<file path="config.mk">
export PLATFORM = sky130hd
export DESIGN_NAME = stamp_counter_mc
export DESIGN_NICKNAME = d
export VERILOG_FILES = /design/src/rtl/stamp_counter_mc.sv
export SDC_FILE = /design/constraint.sdc
export NUM_CORES = 1
export LEC_CHECK = 0
export ABC_AREA = 1
export CAP_MARGIN = 20
export CORE_MARGIN = 2
export CORE_UTILIZATION = 45
export DETAILED_ROUTE_END_ITERATION = 7
export PLACE_DENSITY = 0.72
export SYNTH_ARGS = -nofsm -noshare
export SYNTH_HDL_FRONTEND = slang
export SYNTH_SLANG_ARGS = --single-unit
</file>
<file path="constraint.sdc">
create_clock -name clk -period 3.4 [get_ports clk]
set_clock_uncertainty 0.15 [all_clocks]
set_input_delay 0.34 -clock clk [delete_from_list [all_inputs] [get_ports clk]]
set_output_delay 0.34 -clock clk [all_outputs]
set_load 0.05 [all_outputs]
</file>
<file path="src/rtl/stamp_counter_mc.sv">
// Multi-channel DDS time stamp counter with periodic sync snapshot and per-channel event capture.
// Optional macro STAMP_CAP_SYNC_EN adds a 2-flop synchroniser on every cap_req bit.
module stamp_counter_mc #(
  parameter int                   TS_WIDTH     = 64,
  parameter int                   DROP_BITS    = 6,
  parameter int                   ACC_WIDTH    = 32,
  parameter logic [ACC_WIDTH-1:0] RATE_INIT    = 32'h80000000,
  parameter int                   SYNC_PERIOD  = 62500000,
  parameter int                   NUM_CHANNELS = 4
) (
  input  logic                             clk,
  input  logic                             reset,
  input  logic                             load_valid,
  input  logic [TS_WIDTH-1:0]              load_time,
  input  logic                             rate_valid,
  input  logic [ACC_WIDTH-1:0]             rate_in,
  output logic [TS_WIDTH-1:0]              counter_val,
  output logic                             sync_valid,
  output logic [TS_WIDTH-1:0]              sync_time,
  input  logic [NUM_CHANNELS-1:0]          cap_req,
  input  logic [NUM_CHANNELS-1:0]          cap_ack,
  output logic [NUM_CHANNELS-1:0]          cap_valid,
  output logic [NUM_CHANNELS*TS_WIDTH-1:0] cap_val,
  output logic [NUM_CHANNELS-1:0]          cap_overrun
);

  localparam int BODY_W = TS_WIDTH - DROP_BITS;
  localparam int SCNT_W = $clog2(SYNC_PERIOD);
  localparam logic [SCNT_W-1:0] SYNC_LAST = SCNT_W'(SYNC_PERIOD - 1);

  // Carry out of the phase add is the body increment, so an exact wrap to 0 still counts.
  function automatic logic [ACC_WIDTH:0] phase_add(input logic [ACC_WIDTH-1:0] a,
                                                   input logic [ACC_WIDTH-1:0] b);
    return {1'b0, a} + {1'b0, b};
  endfunction

  logic [BODY_W-1:0]               body_q, body_d;
  logic [ACC_WIDTH-1:0]            acc_q, acc_d;
  logic [ACC_WIDTH-1:0]            rate_q, rate_d;
  logic [ACC_WIDTH:0]              sum;
  logic [SCNT_W-1:0]               scnt_q, scnt_d;
  logic                            at_sync;
  logic                            sync_valid_q, sync_valid_d;
  logic [TS_WIDTH-1:0]             sync_time_q, sync_time_d;
  logic [NUM_CHANNELS-1:0]         req_s;
  logic [NUM_CHANNELS-1:0]         req_prev_q, req_prev_d;
  logic [NUM_CHANNELS-1:0]         cap_edge;
  logic [NUM_CHANNELS-1:0]         cap_valid_q, cap_valid_d;
  logic [NUM_CHANNELS-1:0]         cap_ovr_q, cap_ovr_d;
  logic [NUM_CHANNELS*TS_WIDTH-1:0] cap_val_q, cap_val_d;

  assign counter_val = TS_WIDTH'(body_q) << DROP_BITS;

`ifdef STAMP_CAP_SYNC_EN
  logic [NUM_CHANNELS-1:0] req_s1_q, req_s1_d;
  logic [NUM_CHANNELS-1:0] req_s2_q, req_s2_d;

  always_comb begin
    req_s1_d = cap_req;
    req_s2_d = req_s1_q;
  end

  always_ff @(posedge clk or negedge reset) begin
    if (!reset) begin
      req_s1_q <= '0;
      req_s2_q <= '0;
    end else begin
      req_s1_q <= req_s1_d;
      req_s2_q <= req_s2_d;
    end
  end

  assign req_s = req_s2_q;
`else
  assign req_s = cap_req;
`endif

  always_comb begin
    sum    = phase_add(acc_q, rate_q);
    acc_d  = sum[ACC_WIDTH-1:0];
    body_d = body_q + BODY_W'(sum[ACC_WIDTH]);
    rate_d = rate_valid ? rate_in : rate_q;
    if (load_valid) begin
      body_d = BODY_W'(load_time >> DROP_BITS);
      acc_d  = '0;
    end
  end

  // A load in the sync-point cycle restarts the period and swallows that pulse.
  always_comb begin
    at_sync      = (scnt_q == SYNC_LAST);
    scnt_d       = (at_sync || load_valid) ? '0 : scnt_q + SCNT_W'(1);
    sync_valid_d = at_sync && !load_valid;
    sync_time_d  = sync_valid_d ? counter_val : sync_time_q;
  end

  always_comb begin
    req_prev_d  = req_s;
    cap_edge    = req_s & ~req_prev_q;
    cap_valid_d = cap_valid_q;
    cap_val_d   = cap_val_q;
    cap_ovr_d   = cap_ovr_q;
    for (int i = 0; i < NUM_CHANNELS; i++) begin
      if (cap_edge[i]) begin
        if (!cap_valid_q[i] || cap_ack[i]) begin
          cap_val_d[i*TS_WIDTH +: TS_WIDTH] = counter_val;
          cap_valid_d[i]                    = 1'b1;
          cap_ovr_d[i]                      = 1'b0;
        end else begin
          // Oldest capture is kept; the new edge only raises the sticky flag.
          cap_ovr_d[i] = 1'b1;
        end
      end else if (cap_ack[i] && cap_valid_q[i]) begin
        cap_valid_d[i] = 1'b0;
        cap_ovr_d[i]   = 1'b0;
      end
    end
  end

  always_ff @(posedge clk or negedge reset) begin
    if (!reset) begin
      body_q       <= '0;
      acc_q        <= '0;
      rate_q       <= RATE_INIT;
      scnt_q       <= '0;
      sync_valid_q <= 1'b0;
      sync_time_q  <= '0;
      req_prev_q   <= '0;
      cap_valid_q  <= '0;
      cap_val_q    <= '0;
      cap_ovr_q    <= '0;
    end else begin
      body_q       <= body_d;
      acc_q        <= acc_d;
      rate_q       <= rate_d;
      scnt_q       <= scnt_d;
      sync_valid_q <= sync_valid_d;
      sync_time_q  <= sync_time_d;
      req_prev_q   <= req_prev_d;
      cap_valid_q  <= cap_valid_d;
      cap_val_q    <= cap_val_d;
      cap_ovr_q    <= cap_ovr_d;
    end
  end

  assign sync_valid  = sync_valid_q;
  assign sync_time   = sync_time_q;
  assign cap_valid   = cap_valid_q;
  assign cap_val     = cap_val_q;
  assign cap_overrun = cap_ovr_q;

endmodule

</file>
==> results of run 1 <==
sequential cells by signal, summed over array words and instances, names as in the netlist:
| signal | count |
|---|---|
| acc_q | 32 |
| body_q | 58 |
| cap_overrun | 4 |
| cap_val | 232 |
| cap_valid | 4 |
| rate_q | 32 |
| req_prev_q | 4 |
| scnt_q | 26 |
| sync_time | 58 |
| sync_valid | 1 |
Yosys cell counts (5+ instances only):
| cell type | n |
|---|---|
| nand2_1 | 808 |
| o21ai_1 | 50 |
| ha_1 | 36 |
| mux2_2 | 31 |
| nor2_2 | 8 |
| xor2_1 | 28 |
| o21ai_0 | 279 |
| a21oi_1 | 50 |
| a31oi_1 | 15 |
| buf_2 | 21 |
| buf_1 | 8 |
| inv_1 | 234 |
| dfrtp_1 | 450 |
| clkbuf_1 | 49 |
| xnor2_1 | 10 |
| nand3_1 | 78 |
| nor2_4 | 5 |
| nand2_2 | 5 |
| nand4_1 | 30 |
| buf_4 | 36 |
| nor2_1 | 224 |
| nor3_1 | 32 |
report_power, final:
part           internal, mW  total [mW]  switching (mW)
clock network          3.00        5.22            2.22
registers              6.16        6.68           0.525
logic                  2.25        6.99            4.75
total                  11.4        18.9            7.49
worst max-delay path by stage:
stage | slack (ns) | from | endpoint | cells past startpoint
2_1_floorplan | 0.21 | rate_q[0] | body_q[26] | 21
3_3_place_gp | -0.02 | rate_q[0] | body_q[34] | 22
3_5_place_dp | -0.09 | rate_q[0] | body_q[26] | 21
4_1_cts | 0.005 | rate_q[0] | body_q[32] | 22
5_1_grt | 0.04 | rate_q[28] | body_q[46] | 21
6_report | 0.23 | rate_q[0] | body_q[46] | 24
placed cells by master (no fill, tap or decap), types with 8 or more instances in the layout:
cell type        instances
conb_1                  36
clkbuf_16               49
buf_12                   9
nand2_1                802
nand3_1                 74
o21ai_1                 51
buf_4                   54
clkbuf_1                12
xnor2_1                 10
nor2_4                  10
nor2_2                   8
xor2_1                  27
a21oi_1                 50
clkdlybuf4s50_1        456
mux2_2                  31
clkinv_2                10
o21ai_0                278
nand4_1                 30
dfrtp_1                450
a31oi_1                 15
inv_1                  231
nor3_1                  30
clkbuf_8                 8
ha_1                    27
nor2_1                 219
diode_2                 11
repair_timing:
item / CTS / global route
gates resized for setup: 11 / 38
buffers inserted: 2 / 2
hold buffers: 1 / 0
pin swaps: 3 / 17
hold endpoints to repair: 85 / 0
endpoints found under the setup margin: 12 / 36
cells by family (layout without fill, tap and decap cells):
group	after synthesis	after routing	share of synthesized area (%)
buf+inv	360	852	7.38
flops	451	451	54.0
xor+xnor	38	38	1.59
fa+ha+maj	37	37	2.25
other cells	1	47	0.0179
simple gates	1205	1205	23.3
compound gates	401	401	9.78
mux	31	31	1.67
metal layers:
layer | track usage (%) | up-vias | routed length (um) | part of all wire [%]
met3 | 6.43 | 165 | 5140 | 7.4
met2 | 47.7 | 716 | 33400 | 48
met1 | 36.0 | 9011 | 28000 | 40
met5 | 0 | - | 56 | 0.080
met4 | 13.3 | 8 | 3270 | 4.7
li1 | - | 8996 | - | -
cell type report:
class,count,area (sq um),area share (%)
Sequential cell,451,11300,40.1
Multi-Input combinational cell,1748,8430,29.9
Timing Repair Buffer,524,5200,18.5
Clock buffer,69,1380,4.90
Inverter,242,913,3.24
Tap cell,600,751,2.67
Clock inverter,17,178,0.631
Antenna cell,11,27.5,0.0977
metrics by stage:
stage | TNS (ns) | setup WS (ns) | std cells
5_1_grt | 0 | 0.0360 | 3659
4_1_cts | 0 | 0.00459 | 3649
2_1_floorplan | 0 | 0.210 | 2559
6_report | 0 | 0.235 | 3662
3_3_place_gp | -0.0529 | -0.0227 | 3560
3_5_place_dp | -0.473 | -0.0864 | 3560
critical path: stages, from the launching register on:
cell and delay, ns:
dfrtp_1 0.35, ha_2 0.19, inv_2 0.04, fa_2 0.40
inv_2 0.07, nand3_2 0.06, nand3_2 0.08, nand2_1 0.06
nand2_2 0.08, nand2_2 0.06, nand3_2 0.07, a21o_4 0.15
ha_4 0.14, ha_4 0.14, nand2_4 0.05, nor2_4 0.17
nand2_4 0.09, nor2_4 0.09, nand2_2 0.08, nor2_2 0.12
buf_6 0.14, nand3_2 0.06, nand2_1 0.08, nand3_1 0.06
nand2_1 0.11
==> results.sh, run 1 <==
export IMPL_wl_um=69900
export IMPL_clockBufferDepth=3
export IMPL_drt_iter0_markers=1627
export IMPL_port_buffers=458
export IMPL_grt_start_max_net_pins=117
export IMPL_clk_pin_slew_worst_paths_ns=0.06
export IMPL_crit_required_ns=3.77
export IMPL_synth_top_cell_area_share_pct=53.9
export IMPL_final_core_util_pct=61.8
export IMPL_power_leakage_nw=13.2
export IMPL_design_area_sq_um=28200
export IMPL_reg2reg_to="body_q[46]"
export IMPL_ys_ff_latch=451
export IMPL_worstSkewPairLatency_ns=0.59
export IMPL_hold_depth=1
export IMPL_synth_seq_area_share_pct=54.0
export IMPL_critPathLaunchType="register"
export IMPL_io_pins=501
export IMPL_clock_sinks=451
export IMPL_syn_inst=2524
export IMPL_hold_end="req_prev_q[0]"
export IMPL_async_flop_share_pct=100
export IMPL_grt_setup_unrepaired="no"
export IMPL_total_power_mw=18.9
export IMPL_dpl_cell_area_sq_um=26300
export IMPL_grt_antenna_before_repair=14
export IMPL_cts_htree_levels=2
export IMPL_cts_tree="yes"
export IMPL_grt_pass1_wl_um=106000
export IMPL_crit_type="reg2reg"
export IMPL_cts_buffers=49
export IMPL_row_count=78
export IMPL_synth_flop_cell="dfrtp_1"
export IMPL_globalplace_congestion=0.973
export IMPL_powerDensity_nw_per_um2=671
export IMPL_die_w_um=220
export IMPL_grt_overflow=0
export IMPL_via_count=18896
export IMPL_synthToLayoutAreaGrowth_pct=34.8
export IMPL_syn_cell_area_sq_um=20900
export IMPL_avgViaCountPerCell=5.16
export IMPL_first_pass_iters=5
export IMPL_crit_fanout=5
export IMPL_synth_edf_count=0
export IMPL_grt_pass1_vias=18364
export IMPL_slew_headroom_pct=36.6
export IMPL_r2r_start="rate_q[0]"
export IMPL_worstHoldPathType="in2reg"
export IMPL_yosys_area_top_type="dfrtp_1"
export IMPL_detail_route_wl_per_cell_um=19.1
export IMPL_reg2reg_slack_ns=0.23
export IMPL_synth_area_per_cell_sq_um=8.28
export IMPL_max_freq_ghz=0.316
export IMPL_initial_utilization_pct=45.9
export IMPL_final_antenna_net_count=0
export IMPL_nNetsFinal=3161
export IMPL_final_setup_viol_count=0
export IMPL_drc=0
export IMPL_reg2reg_depth=24
export IMPL_hpwl_um=52300
export IMPL_fillers=3997
export IMPL_core_sq_um=45600
export IMPL_yosys_warnings=0
export IMPL_cts_root_buf="clkbuf_16"
export IMPL_die_area_sq_um=48200
export IMPL_synth_cell_type_count=39
export IMPL_final_hold_violation_count=0
export IMPL_ir_worst_vdd_uv=502
export IMPL_grtUsageTotal_pct=28.8
export IMPL_drive_above_1_share_pct=7.74
export IMPL_ys_top_cells_by_area="dfrtp_1, nand2_1, o21ai_0"
export IMPL_holdWs_ns=0.0634
export IMPL_die_h_um=220
export IMPL_hold_path_startpoint="cap_req[0]"
export IMPL_worst_slew_pin_slew_ns=0.950
export IMPL_arrival_ns=3.54
export IMPL_finalCriticalPeriod_ns=3.17
export IMPL_outcome="complete, no violations"
export IMPL_report_final_slew_viol_count=0
export IMPL_cp_end_kind="register"
export IMPL_timing_final_crit_share_pct=93.1
export IMPL_drv_cap=0
No activity file was read; power rests on OpenSTA's default activity.
==> run 2, diff against run 1 <==
Settings changed: CORE_ASPECT_RATIO set to 1.4.
==> results.sh, run 2 (synthesis gave the netlist of run 1 again) <==
export IMPL_outcome="complete, no violations"
export IMPL_finalCriticalPeriod_ns=3.19
export IMPL_critPathMaxStageDelay_ns=0.36
export IMPL_die_h_um=259
export IMPL_total_power_mw=18.7
export IMPL_final_core_util_pct=61.0
export IMPL_worst_slew_pin_slew_ns=0.893
export IMPL_layout_common_cells="nand2_1, clkdlybuf4s50_1, dfrtp_1"
export IMPL_drc=0
export IMPL_finalNonFillerCells=3683
export IMPL_drive_above_1_share_pct=7.66
export IMPL_clockBufferDepth=3
export IMPL_crit_required_ns=3.74
export IMPL_slew_headroom_pct=40.5
export IMPL_port_buffers=458
export IMPL_cts_htree_levels=2
export IMPL_dp_cells=3596
export IMPL_crit_fanout=5
export IMPL_wl_um=72200
export IMPL_cts_root_buf="clkbuf_16"
export IMPL_critPathSlowestCell="fa_2"
export IMPL_ir_worst_vdd_uv=492
export IMPL_clock_sinks=451
export IMPL_highest_layer="met5"
export IMPL_final_antenna_net_count=0
export IMPL_worstSkewPairLatency_ns=0.56
export IMPL_final_setup_viol_count=0
export IMPL_powerDensity_nw_per_um2=665
export IMPL_final_hold_violation_count=0
export IMPL_avgViaCountPerCell=5.17
export IMPL_cts_tree="yes"
export IMPL_routed_wl_met3_um=4440
export IMPL_drv_cap=0
export IMPL_grt_overflow=0
export IMPL_via_count=19045
export IMPL_crit_type="reg2reg"
export IMPL_drt_iter0_markers=1107
export IMPL_grt_pass1_wl_um=109000
export IMPL_die_area_sq_um=48200
export IMPL_holdWs_ns=0.102
export IMPL_cpMostUsedCell="nand2_2"
export IMPL_report_final_slew_viol_count=0
export IMPL_max_freq_ghz=0.313
export IMPL_critPathLaunchType="register"
export IMPL_postCtsSetupRepairBufs=0
export IMPL_core_sq_um=46000
export IMPL_io_pins=501
export IMPL_wl_met1_um=25900
export IMPL_grt_pass1_vias=19007
export IMPL_worstHoldPathType="in2reg"
export IMPL_grt_start_max_net_pins=117
export IMPL_layout_commonest_cell="nand2_1"
export IMPL_nNetsFinal=3171
export IMPL_largest_register_ffs=232
export IMPL_first_pass_iters=5
export IMPL_row_count=93
export IMPL_timing_final_crit_share_pct=93.9
export IMPL_grt_antenna_before_repair=12
export IMPL_cts_buffers=44
export IMPL_wl_met2_um=37300
export IMPL_grtUsageTotal_pct=29.7
export IMPL_crit_chain="ha_2, inv_1, fa_2, inv_2, nand3_1, nand3_2, nand2_1, nand2_2, nand2_2, nand3_2, a21o_4, ha_4, ha_4, nand2_2, nor2_4, nand2_4, nor2_4, nand2_2, nor2_4, xor2_1, nand2_1, nand2_1"
export IMPL_detail_route_wl_per_cell_um=19.6
export IMPL_initial_utilization_pct=45.5
export IMPL_clk_pin_slew_worst_paths_ns=0.06
export IMPL_power_leakage_nw=13.2
export IMPL_globalplace_congestion=0.938
export IMPL_hpwl_um=54800
export IMPL_arrival_ns=3.54
export IMPL_cp_end_kind="register"
export IMPL_synthToLayoutAreaGrowth_pct=34.2
export IMPL_die_w_um=186
==> run 2: changes by cell type in the layout (fill, tap and decap cells not counted), moves of 3 or more <==
cell       previous run  this run
clkbuf_1             12         8
nand2_2               6         9
ha_1                 27        33
ha_4                  7         2
nand2_4               5         2
buf_4                54        70
clkbuf_16            49        45
==> run 2: layout make-up <==
class,instances,area (sq um)
fill,4031,17900
sequential,451,11300
multi-input combinational,1748,8320
timing repair buffer,539,5320
clock buffer,62,1280
inverter,242,913
tap,617,772
clock inverter,14,140
antenna,10,25.0
==> run 2: path summary, 6_finish.rpt <==
path	slack, ns	start	cells after the start	endpoint
min in group asynchronous	0.19	reset	2	cap_val[215]
max	0.21	rate_q[0]	22	body_q[32]
min	0.10	cap_req[2]	1	req_prev_q[2]
max in group asynchronous	1.97	reset	3	rate_q[8]
min reg2reg	0.33	cap_val[178]	2	cap_val[178]
max reg2reg	0.21	rate_q[0]	22	body_q[32]
==> run 2: worst max-delay path: cells and delay by family, from the launching register on <==
kind | cells | cell delay, ns
buffers and inverters | 2 | 0.12
adder cells (fa/ha/maj) | 4 | 0.82
AND/OR/NAND/NOR | 14 | 1.37
flip-flops | 1 | 0.35
AO/OA/AOI/OAI | 1 | 0.15
XOR/XNOR | 1 | 0.18
==> run 2: timing repair <==
item | in CTS | in global routing
hold buffers | 1 | 0
gates resized for setup | 21 | 7
endpoints found under the hold margin | 56 | 0
pin swaps | 6 | 9
endpoints found under the setup margin | 20 | 18
==> run 2: power by group <==
part / switching (mW) / internal (mW)
clock: 2.10 / 2.78
sequential: 0.525 / 6.15
combinational: 4.81 / 2.29
==> run 2: stage by stage <==
stage	setup WS [ns]	cell area (sq um)	TNS [ns]
4_1_cts	0.00728	28000	0
2_1_floorplan	0.210	21000	0
3_5_place_dp	-0.191	26500	-1.98
3_3_place_gp	-0.0953	26500	-0.702
5_1_grt	-0.00158	28100	-0.00158
6_report	0.206	28100	0
==> run 2: layer usage <==
metal,vias up,GRT usage (%)
li1,8996,-
met1,9108,31.9
met2,721,54.1
met3,216,5.29
met4,4,16.8
met5,-,0
==> run 3, diff against run 2 <==
Settings changed: CTS_CLUSTER_DIAMETER set to 150.
Clock period 3.4 ns to 2.8 ns, I/O delays scaled along.
==> results.sh, run 3 (synthesis gave the netlist of run 1 again) <==
export IMPL_outcome="complete, but fails checks"
export IMPL_failed_checks="setup timing"
export IMPL_layout_commonest_cell="nand2_1"
export IMPL_die_w_um=186
export IMPL_slew_headroom_pct=48.3
export IMPL_wl_um=72200
export IMPL_die_area_sq_um=48200
export IMPL_fillers=3887
export IMPL_grt_start_max_net_pins=117
export IMPL_cts_root_buf="clkbuf_16"
export IMPL_total_power_mw=23.6
export IMPL_globalplace_congestion=0.976
export IMPL_drt_iter0_markers=1316
export IMPL_worst_slew_pin_slew_ns=0.775
export IMPL_cts_htree_levels=2
export IMPL_report_final_slew_viol_count=0
export IMPL_cts_buffers=45
export IMPL_grt_pass1_vias=19208
export IMPL_drv_cap=0
export IMPL_layout_common_cells="nand2_1, clkdlybuf4s50_1, dfrtp_1"
export IMPL_detail_route_wl_per_cell_um=19.2
export IMPL_drive_above_1_share_pct=12.4
export IMPL_crit_type="reg2reg"
export IMPL_power_leakage_nw=13.8
export IMPL_dpl_cell_area_sq_um=26900
export IMPL_final_antenna_net_count=0
export IMPL_first_pass_iters=5
export IMPL_hpwl_um=54100
export IMPL_powerDensity_nw_per_um2=805
export IMPL_final_setup_viol_count=53
export IMPL_cts_tree="yes"
export IMPL_io_pins=501
export IMPL_final_hold_violation_count=0
export IMPL_setup_slack_ns=-0.327
export IMPL_clk_pin_slew_worst_paths_ns=0.06
export IMPL_core_sq_um=46000
export IMPL_cp_end_kind="register"
export IMPL_nNetsFinal=3247
export IMPL_grt_antenna_before_repair=9
export IMPL_clockBufferDepth=3
export IMPL_finalCriticalPeriod_ns=3.13
export IMPL_die_h_um=259
export IMPL_grtUsageTotal_pct=29.5
export IMPL_drc=0
export IMPL_design_area_sq_um=29300
export IMPL_synthToLayoutAreaGrowth_pct=40.0
export IMPL_avgViaCountPerCell=5.12
export IMPL_grt_setup_unrepaired="yes"
export IMPL_arrival_ns=3.48
export IMPL_crit_required_ns=3.16
export IMPL_port_buffers=458
export IMPL_crit_fanout=4
export IMPL_clock_sinks=451
export IMPL_timing_final_crit_share_pct=112
export IMPL_grt_overflow=0
export IMPL_critPathLaunchType="register"
export IMPL_via_count=19244
export IMPL_worstHoldPathType="in2reg"
export IMPL_grt_pass1_wl_um=109000
export IMPL_initial_utilization_pct=45.5
export IMPL_largest_register_ffs=232
export IMPL_holdWs_ns=0.0432
export IMPL_ir_worst_vdd_uv=603
export IMPL_max_freq_ghz=0.320
export IMPL_row_count=93
export IMPL_worstSkewPairLatency_ns=0.58
==> run 3: changes by cell type in the layout (fill, tap and decap cells not counted), moves of 7 or more <==
cell     previous run  this run
o21ai_0           279       268
nand3_2             2        18
nand3_1            76        57
nand2_2             9        32
buf_4              70       109
nor2_4              8        16
buf_6               0        31
inv_1             233       222
o21ai_1            50        60
inv_2               5        12
nand2_1           802       772
==> run 3: layout make-up <==
type | count | area (sq um) | share of cell area (%)
Antenna cell | 9 | 22.5 | 0.0769
Clock buffer | 61 | 1290 | 4.39
Clock inverter | 17 | 199 | 0.680
Inverter | 242 | 928 | 3.17
Multi-Input combinational cell | 1748 | 8720 | 29.8
Sequential cell | 451 | 11300 | 38.6
Tap cell | 617 | 772 | 2.64
Timing Repair Buffer | 614 | 6050 | 20.7
==> run 3: report_power, final <==
group	switching (mW)	internal, mW	total (mW)
Clock	2.63	3.51	6.13
Combinational	6.04	3.27	9.31
Sequential	0.646	7.47	8.12
Total	9.32	14.2	23.6
==> run 3: worst max-delay path, cell delays in order, from the launching register on <==
cell and delay (ns):
dfrtp_1 0.35, ha_2 0.18, inv_2 0.04, fa_2 0.34
inv_2 0.07, nand3_2 0.06, nand3_2 0.10, nand2_2 0.06
nand2_2 0.07, nand2_2 0.06, nand3_2 0.09, a21o_1 0.20
ha_4 0.17, ha_4 0.14, nand2_4 0.05, nor2_4 0.17
nand2_4 0.10, nor2_4 0.14, nand2_4 0.08, nor2_4 0.14
xor2_1 0.16, nand2_1 0.06, nand2_1 0.07
==> run 3: routing by layer <==
metal | share of wire (%) | track usage [%] | vias to the layer above
met4 | 6.0 | 16.4 | 0
met5 | 0 | 0 | -
met2 | 50 | 51.2 | 719
met1 | 38 | 34.7 | 9179
li1 | - | - | 9136
met3 | 5.9 | 4.62 | 210
==> run 3: stage by stage <==
stage                     util [%]  setup WS (ns)  cells  setup TNS [ns]
after detailed placement      58.6         -0.486   3642          -15.63
after global placement        58.6         -0.400   3642          -10.84
after global routing          63.7         -0.584   3758          -23.81
after floorplan                  -         -0.202   2559           -1.71
final                         63.7         -0.327   3759          -11.72
after CTS                     62.9         -0.318   3742          -11.43
==> run 3: repair_timing <==
item                                    in CTS  in global routing
hold endpoints to repair                    60                  0
endpoints found under the setup margin      54                 62
resized for setup                           79                 74
pin swaps                                   35                 51
hold buffers                                 2                  0
setup buffers                               24                 13
==> run 3: worst paths after layout <==
kind                              from            end  slack [ns]  cells past startpoint
hold reg to reg            cap_val[80]    cap_val[80]        0.33                      2
hold / removal              cap_req[2]  req_prev_q[2]        0.04                      1
setup reg to reg             rate_q[0]     body_q[32]       -0.33                     22
max in group asynchronous        reset   cap_val[175]        1.50                      3
min in group asynchronous        reset   cap_val[113]        0.16                      2
setup / recovery             rate_q[0]     body_q[32]       -0.33                     22
